[src/rtl/tribus_arbiter_if.sv]
// Request/grant bundle between the tristate drivers and their bus arbiter.
interface tribus_arbiter_if #(
    parameter int N = 4
);
    localparam int OW = (N > 1) ? $clog2(N) : 1;

    logic [N-1:0]  req;
    logic [N-1:0]  grant;
    logic          bus_busy;
    logic [OW-1:0] owner;

    // Requesting side: drives requests, sees enables.
    modport master (
        output req,
        input  grant,
        input  bus_busy,
        input  owner
    );

    // Arbiter side.
    modport slave (
        input  req,
        output grant,
        output bus_busy,
        output owner
    );
endinterface

[src/rtl/tribus_arbiter.sv]
// Round-robin arbiter for a shared tristate bus. Produces registered one-hot
// driver enables with a dead-time between owners and a hold-time limit that
// applies only while another requester is waiting.
module tribus_arbiter #(
    parameter int N       = 4,
    parameter int DEAD    = 1,
    parameter int MAXHOLD = 4
) (
    input  logic             clk,
    input  logic             rst,
    tribus_arbiter_if.slave  bus
);
    localparam int          OW = (N > 1) ? $clog2(N) : 1;
    localparam int          HW = $clog2(MAXHOLD + 1);
    localparam int          DW = $clog2(DEAD + 1);
    localparam int unsigned NU = N;

    localparam logic [HW-1:0] HOLD_SAT  = HW'(MAXHOLD - 1);
    localparam logic [DW-1:0] DEAD_INIT = DW'(DEAD - 1);
    localparam logic [OW-1:0] LAST      = OW'(N - 1);

    typedef enum logic [1:0] {
        IDLE,
        GRANT,
        TURN
    } state_t;

    state_t        state;
    logic [OW-1:0] ptr;
    logic [HW-1:0] hold_cnt;
    logic [DW-1:0] dead_cnt;

    logic          found;
    logic [OW-1:0] win;
    logic [N-1:0]  win_oh;
    logic [31:0]   idx;
    logic          own_req;
    logic          others;

    // Rotating priority search starting at ptr; first set request wins.
    always_comb begin
        found  = 1'b0;
        win    = '0;
        win_oh = '0;
        idx    = '0;
        for (int unsigned i = 0; i < NU; i++) begin
            idx = (32'(ptr) + i) % NU;
            if (!found && bus.req[idx]) begin
                found       = 1'b1;
                win         = OW'(idx);
                win_oh[idx] = 1'b1;
            end
        end
    end

    // Grant is one-hot, so masking with it isolates the owner's request.
    always_comb begin
        own_req = |(bus.req & bus.grant);
        others  = |(bus.req & ~bus.grant);
    end

    // Arbitration FSM with registered enables, owner and busy flag.
    always_ff @(posedge clk) begin
        if (rst) begin
            state        <= IDLE;
            bus.grant    <= '0;
            bus.bus_busy <= 1'b0;
            bus.owner    <= '0;
            ptr          <= '0;
            hold_cnt     <= '0;
            dead_cnt     <= '0;
        end else begin
            case (state)
                IDLE: begin
                    if (found) begin
                        bus.grant    <= win_oh;
                        bus.bus_busy <= 1'b1;
                        bus.owner    <= win;
                        hold_cnt     <= '0;
                        state        <= GRANT;
                    end
                end
                GRANT: begin
                    if (!own_req || (hold_cnt == HOLD_SAT && others)) begin
                        bus.grant    <= '0;
                        bus.bus_busy <= 1'b0;
                        bus.owner    <= '0;
                        ptr          <= (bus.owner == LAST) ? '0 : bus.owner + OW'(1);
                        dead_cnt     <= DEAD_INIT;
                        state        <= TURN;
                    end else if (hold_cnt != HOLD_SAT) begin
                        hold_cnt <= hold_cnt + HW'(1);
                    end
                end
                TURN: begin
                    if (dead_cnt == '0) begin
                        state <= IDLE;
                    end else begin
                        dead_cnt <= dead_cnt - DW'(1);
                    end
                end
                default: state <= IDLE;
            endcase
        end
    end
endmodule

[src/flat_wrapper.sv]
// flat-port wrapper written by rule: the top's interface ports become plain ports
module tribus_arbiter_flat 
#(
    parameter int N       = 4,
    parameter int DEAD    = 1,
    parameter int MAXHOLD = 4
)
  (clk, rst, bus_req, bus_grant, bus_bus_busy, bus_owner);
  tribus_arbiter_if #(.N(N)) bus_i ();
  input  logic clk;
  input  logic rst;
  input wire logic [$bits(bus_i.req)-1:0] bus_req;
  output wire logic [$bits(bus_i.grant)-1:0] bus_grant;
  output wire logic [$bits(bus_i.bus_busy)-1:0] bus_bus_busy;
  output wire logic [$bits(bus_i.owner)-1:0] bus_owner;
  assign bus_i.req = bus_req;
  assign bus_grant = bus_i.grant;
  assign bus_bus_busy = bus_i.bus_busy;
  assign bus_owner = bus_i.owner;
  tribus_arbiter #(.N(N), .DEAD(DEAD), .MAXHOLD(MAXHOLD)) u_core (.clk(clk), .rst(rst), .bus(bus_i));
endmodule
[config.mk]
export PLATFORM = sky130hd
export DESIGN_NAME = tribus_arbiter_flat
export DESIGN_NICKNAME = d
export VERILOG_FILES = /design/src/rtl/tribus_arbiter_if.sv /design/src/rtl/tribus_arbiter.sv /design/src/flat_wrapper.sv
export SDC_FILE = /design/constraint.sdc
export NUM_CORES = 1
export LEC_CHECK = 0
export ABC_AREA = 1
export BUFFER_PORTS_ARGS = -buffer_cell sky130_fd_sc_hd__buf_2
export CORE_MARGIN = 10
export CORE_UTILIZATION = 36
export CTS_CLUSTER_SIZE = 10
export DETAILED_ROUTE_END_ITERATION = 8
export SYNTH_ARGS = -nofsm -noshare
export SYNTH_HDL_FRONTEND = slang
export SYNTH_SLANG_ARGS = --single-unit
[constraint.sdc]
create_clock -name clk -period 2.14 [get_ports clk]
set_input_delay 0.428 -clock clk [delete_from_list [all_inputs] [get_ports clk]]
set_output_delay 0.428 -clock clk [all_outputs]
set_load 0.02 [all_outputs]
# Yosys cells after proc, flatten, opt, wreduce, memory -nomap -nowiden
# Cells that the tools add are included.
# totals
memories	0
regBits	15
out_inout_bits	7
latchBits	0
ramBits	0
mem_bits_ro	0
elab_cells	108
# op_classes
shift	0
n_mux	48
n_eq_ne	10
multipliers	0
n_reduce_logical	23
n_bitwise	6
n_div	0
add_sub_neg	6
n_lt_le_gt_ge	8
# op_table
cell	count
4-bit 2-to-1 mux	6
2-bit 2-to-1 mux	10
1-bit 2-to-1 mux	15
2-bit by 3-bit less-than comparator with 1-bit output (second input constant)	4
4-bit OR	3
3-bit 2-to-1 mux	3
4-bit bitwise AND	2
1-bit binary-select mux with 2-bit select	4
1-bit demux with 2-bit select	4
2-bit by 1-bit greater-or-equal comparator with 1-bit output (second input constant)	4
1-bit logical AND	8
4-bit case mux with 2 select lines	1
4-bit OR reduction	2
2-bit by 1-bit inequality test with 1-bit output (second input constant)	3
2-bit case mux with 3 select lines	1
3-bit case mux with 2 select lines	1
3-bit AND reduction	2
2-bit by 1-bit adder with 2-bit output (second input constant)	2
2-bit adder (second input constant)	2
2-bit equality test (second input constant)	2
1-bit logical NOT	4
2-bit inequality test (second input constant)	2
4-bit NOT	1
1-bit case mux with 2 select lines	2
11 further kinds	13

# Depth between registers and ports, before layout
# logic_depth
ltp_word	14
mapped_depth	11
depth_no_buf	11

# Worst setup path before layout
# OpenSTA, ideal clock, no wires.
# synth_path
kind	register to register
start	register u_core.ptr[0]
end	register u_core.bus.grant[1]
path_buffers	0
arrival_time_ns	1.686
slack_ns	0.318
path_stages_with_launch	12
setup_ns	0.136
path_cell_list	dfxtp_1 inv_4 ha_1 inv_1 nand2_1 nand2_2 nor2_8 nand3_1 nand2_1 inv_2 nand2_1 a21oi_2
# synth_via
elab_chain_len	14
# synth_lines
element	line	source
start, declared	tribus_arbiter.sv:29	logic [OW-1:0] ptr;
start signal, assigned	tribus_arbiter.sv:88	ptr <= (bus.owner == LAST) ? '0 : bus.owner + OW'(1);
parallel branches: the longest is 14 deep, another holds 2-bit by 3-bit less-than comparator with 1-bit output	-	
end signal, assigned	tribus_arbiter.sv:76	bus.grant <= win_oh;
end, declared	tribus_arbiter_if.sv:23	output grant,
# Parallel ways; which one is timed is not known. The select of a mux whose other input is x is not followed.
# A chain may end at the register's enable or synchronous reset.

# Worst setup path in the final report
# layout_path
start	register u_core.ptr[1]
end	register u_core.bus.grant[3]
# The elaborated chain is that of the path after synthesis.

==> flow_summary.ini <==
[drt]
drt_pre_antenna_iters = 4
wl_um = 2836
drc_errors = 0
vias_per_cell = 4.900
drtIter0Drc = 64
wl_per_cell_um = 12.38
final_antenna_net_count = 0
vias = 1122

[layout]
multi_input_area_sq_um = 815.8
final_core_util_pct = 42.82
num_antenna_cells = 0
final_common_cell = nand2_1
layout.cells.non_filler = 229
syn2layout_area_growth_pct = 12.86
fillers = 335
fin_nets = 203
ff_latch_area_sq_um = 280.3
drive_gt1_share_pct = 24.86
final_cell_mix = nand2_1, nand3_1, dfxtp_1

[logic_synthesis]
synthFlopType = dfxtp_1
synth.avg_cell_area_sq_um = 6.967
yosysSeqAreaShare_pct = 23.80
synth_cells = 169
synth_compound_area_share_pct = 15.73
synth-xor-area-share_pct = 0
synth_cell_types = 22
ys_warn_count = 0
synth_top_family_by_area = simple AND/OR/NAND/NOR gates
ys_seq_elements = 14
synth.area.top_cells = dfxtp_1, nand2_1, ha_1
synthesis.nets = 186
synth_edf_count = 0
synth_top_area_share_pct = 23.80
synth.largest_area_cell = dfxtp_1
synthMuxAreaShare_pct = 0
netlist_area_sq_mm = 0.001177
synthSimpleGateAreaFrac_pct = 41.87
synthAdderAreaFrac_pct = 11.69
async_flop_share_pct = 0

[floorplan]
die_area_sq_mm = 0.005958
start_util_pct = 37.94
die_w_um = 77.19
die_h_um = 77.19
coreArea_sq_mm = 0.003103
boundaryPins = 13
num_rows = 20

[clock_tree]
cts.sinks = 14
numCtsBuffers = 3
post-cts-setup-buffers = 0
cts_tree = yes
cts_htree_levels = 1
clkTransAtPathRegs_ps = 90
clk_root_buffer_cell = clkbuf_4
clock_latency_ps = 280
clockBufferDepth = 2
post_cts_resized = 0
cts_hold_buf = 0

[sta]
post-route-period-util_pct = 91.53
final.setup.tns_ps = 0
worst_pin_slew_ps = 339.1
hold_viol_final = 0
hold_ws_ps = 469.4
setup_viol = 0
final.setup_skew_ps = 8.365
max_slew_margin_pct = 77.31
rsz0062_at_grt = false
fmax_ghz = 0.5105
report.final.slew_viol_count = 0
period_needed_ps = 1959

[min_path]
hold_class = register to register

[power]
switching_share_pct = 55.61
cellPowerDensity_mw_per_mm2 = 1614
worst_ir_drop_vdd_mv = 0.5246
internal_power_uw = 952.1
combPwrFrac_pct = 71.3
power_switching_mw = 1.193
seq_power_share_pct = 19.9
power_frac_clock_pct = 8.8
power.leakage_nw = 0.6285

[setup_path]
startpoint_type = register
worstPathRequired_ps = 2300
arrival_ps = 2120
path_class = register to register
crit_path_max_fanout = 13
worstSetupEndpointType = register

[global_route]
grt.overflow.total = 0
grt_pass1_vias = 1021
grt_max_degree = 14
grt_pass1_wl_um = 4767
track_usage_pct = 9.381
antenna_found_initial = 0

[place]
place_congestion = 0.9018
dp_hpwl_um = 2273
dp_cells = 225
io_buffers = 12

[status]
status = finished clean

[flow_run]
max_cap_viol_count = 0
## sequential cells by signal (all words and copies together) (netlist names)
signal / cells
u_core.bus.bus_busy: 1
u_core.ptr: 2
u_core.bus.grant: 4
u_core.state: 2
u_core.hold_cnt: 3
u_core.bus.owner: 2
## synthesized netlist by cell type (3+ instances only)
| library cell | number |
|---|---|
| nand2_1 | 42 |
| nand3_1 | 17 |
| dfxtp_1 | 14 |
| a21oi_1 | 13 |
| inv_1 | 13 |
| nor2_1 | 13 |
| ha_1 | 11 |
| nand2_2 | 7 |
| a21oi_2 | 6 |
| nand3_2 | 5 |
| nand4_1 | 5 |
| o21ai_0 | 5 |
| a21boi_0 | 4 |
| nand2_4 | 4 |
| inv_2 | 3 |
## final timing paths
kind	startpoint	end	slack (ps)	cells past startpoint
min reg2reg	u_core.bus.bus_busy	u_core.bus.bus_busy	470	2
min	u_core.bus.bus_busy	u_core.bus.bus_busy	470	2
max reg2reg	u_core.ptr[1]	u_core.bus.grant[3]	180	11
max	u_core.ptr[1]	u_core.bus.grant[3]	180	11
## power groups by stage
stage	clock network (mW)	registers, mW	logic (mW)
3_5_place_dp	0	0.434	1.52
5_1_grt	0.204	0.441	1.71
4_1_cts	0.194	0.429	1.53
6_report	0.188	0.428	1.53
3_3_place_gp	0	0.429	1.51
2_1_floorplan	0	0.483	1.16
## layer usage
| metal | up-vias | GRT usage [%] | part of all wire, % |
|---|---|---|---|
| li1 | 592 | - | - |
| met1 | 484 | 13.09 | 50 |
| met2 | 42 | 13.46 | 41 |
| met3 | 4 | 3.497 | 8.0 |
| met4 | 0 | 1.277 | 1.0 |
| met5 | - | 0 | 0 |
## worst max-delay path, stage by stage, from the launching register on
cell and delay (ps):
dfxtp_1 500, inv_2 70, ha_1 350, inv_1 80, nand2_1 80, nand2_2 90, nor2_8 190, nand3_1 90
nand2_1 180, inv_2 70, nand2_1 90, a21oi_2 50
## stage by stage
step / total power [mW] / worst slack [ps] / cell area, sq um
finish: 2.145 / 181.3 / 1329
global route: 2.356 / 6.331 / 1329
CTS: 2.152 / 168.2 / 1329
detailed placement: 1.954 / 184.3 / 1292
global placement: 1.942 / 239.2 / 1292
floorplan: 1.640 / 317.5 / 1177
## cell type report
type | count | share of cell area, %
Sequential cell | 14 | 21.09
Timing Repair Buffer | 14 | 5.650
Inverter | 17 | 4.991
Tap cell | 44 | 4.143
Clock buffer | 4 | 2.731
Multi-Input combinational cell | 136 | 61.39
## logic make-up (layout without fill, tap and decap cells)
kind of cell | Yosys count | after routing
and+or+nand+nor | 95 | 95
AOI/OAI and AO/OA | 30 | 30
buffers and inverters | 19 | 35
DFF | 14 | 14
adders and majority gates | 11 | 11
Note: power is estimated with default switching activity, not from simulation.
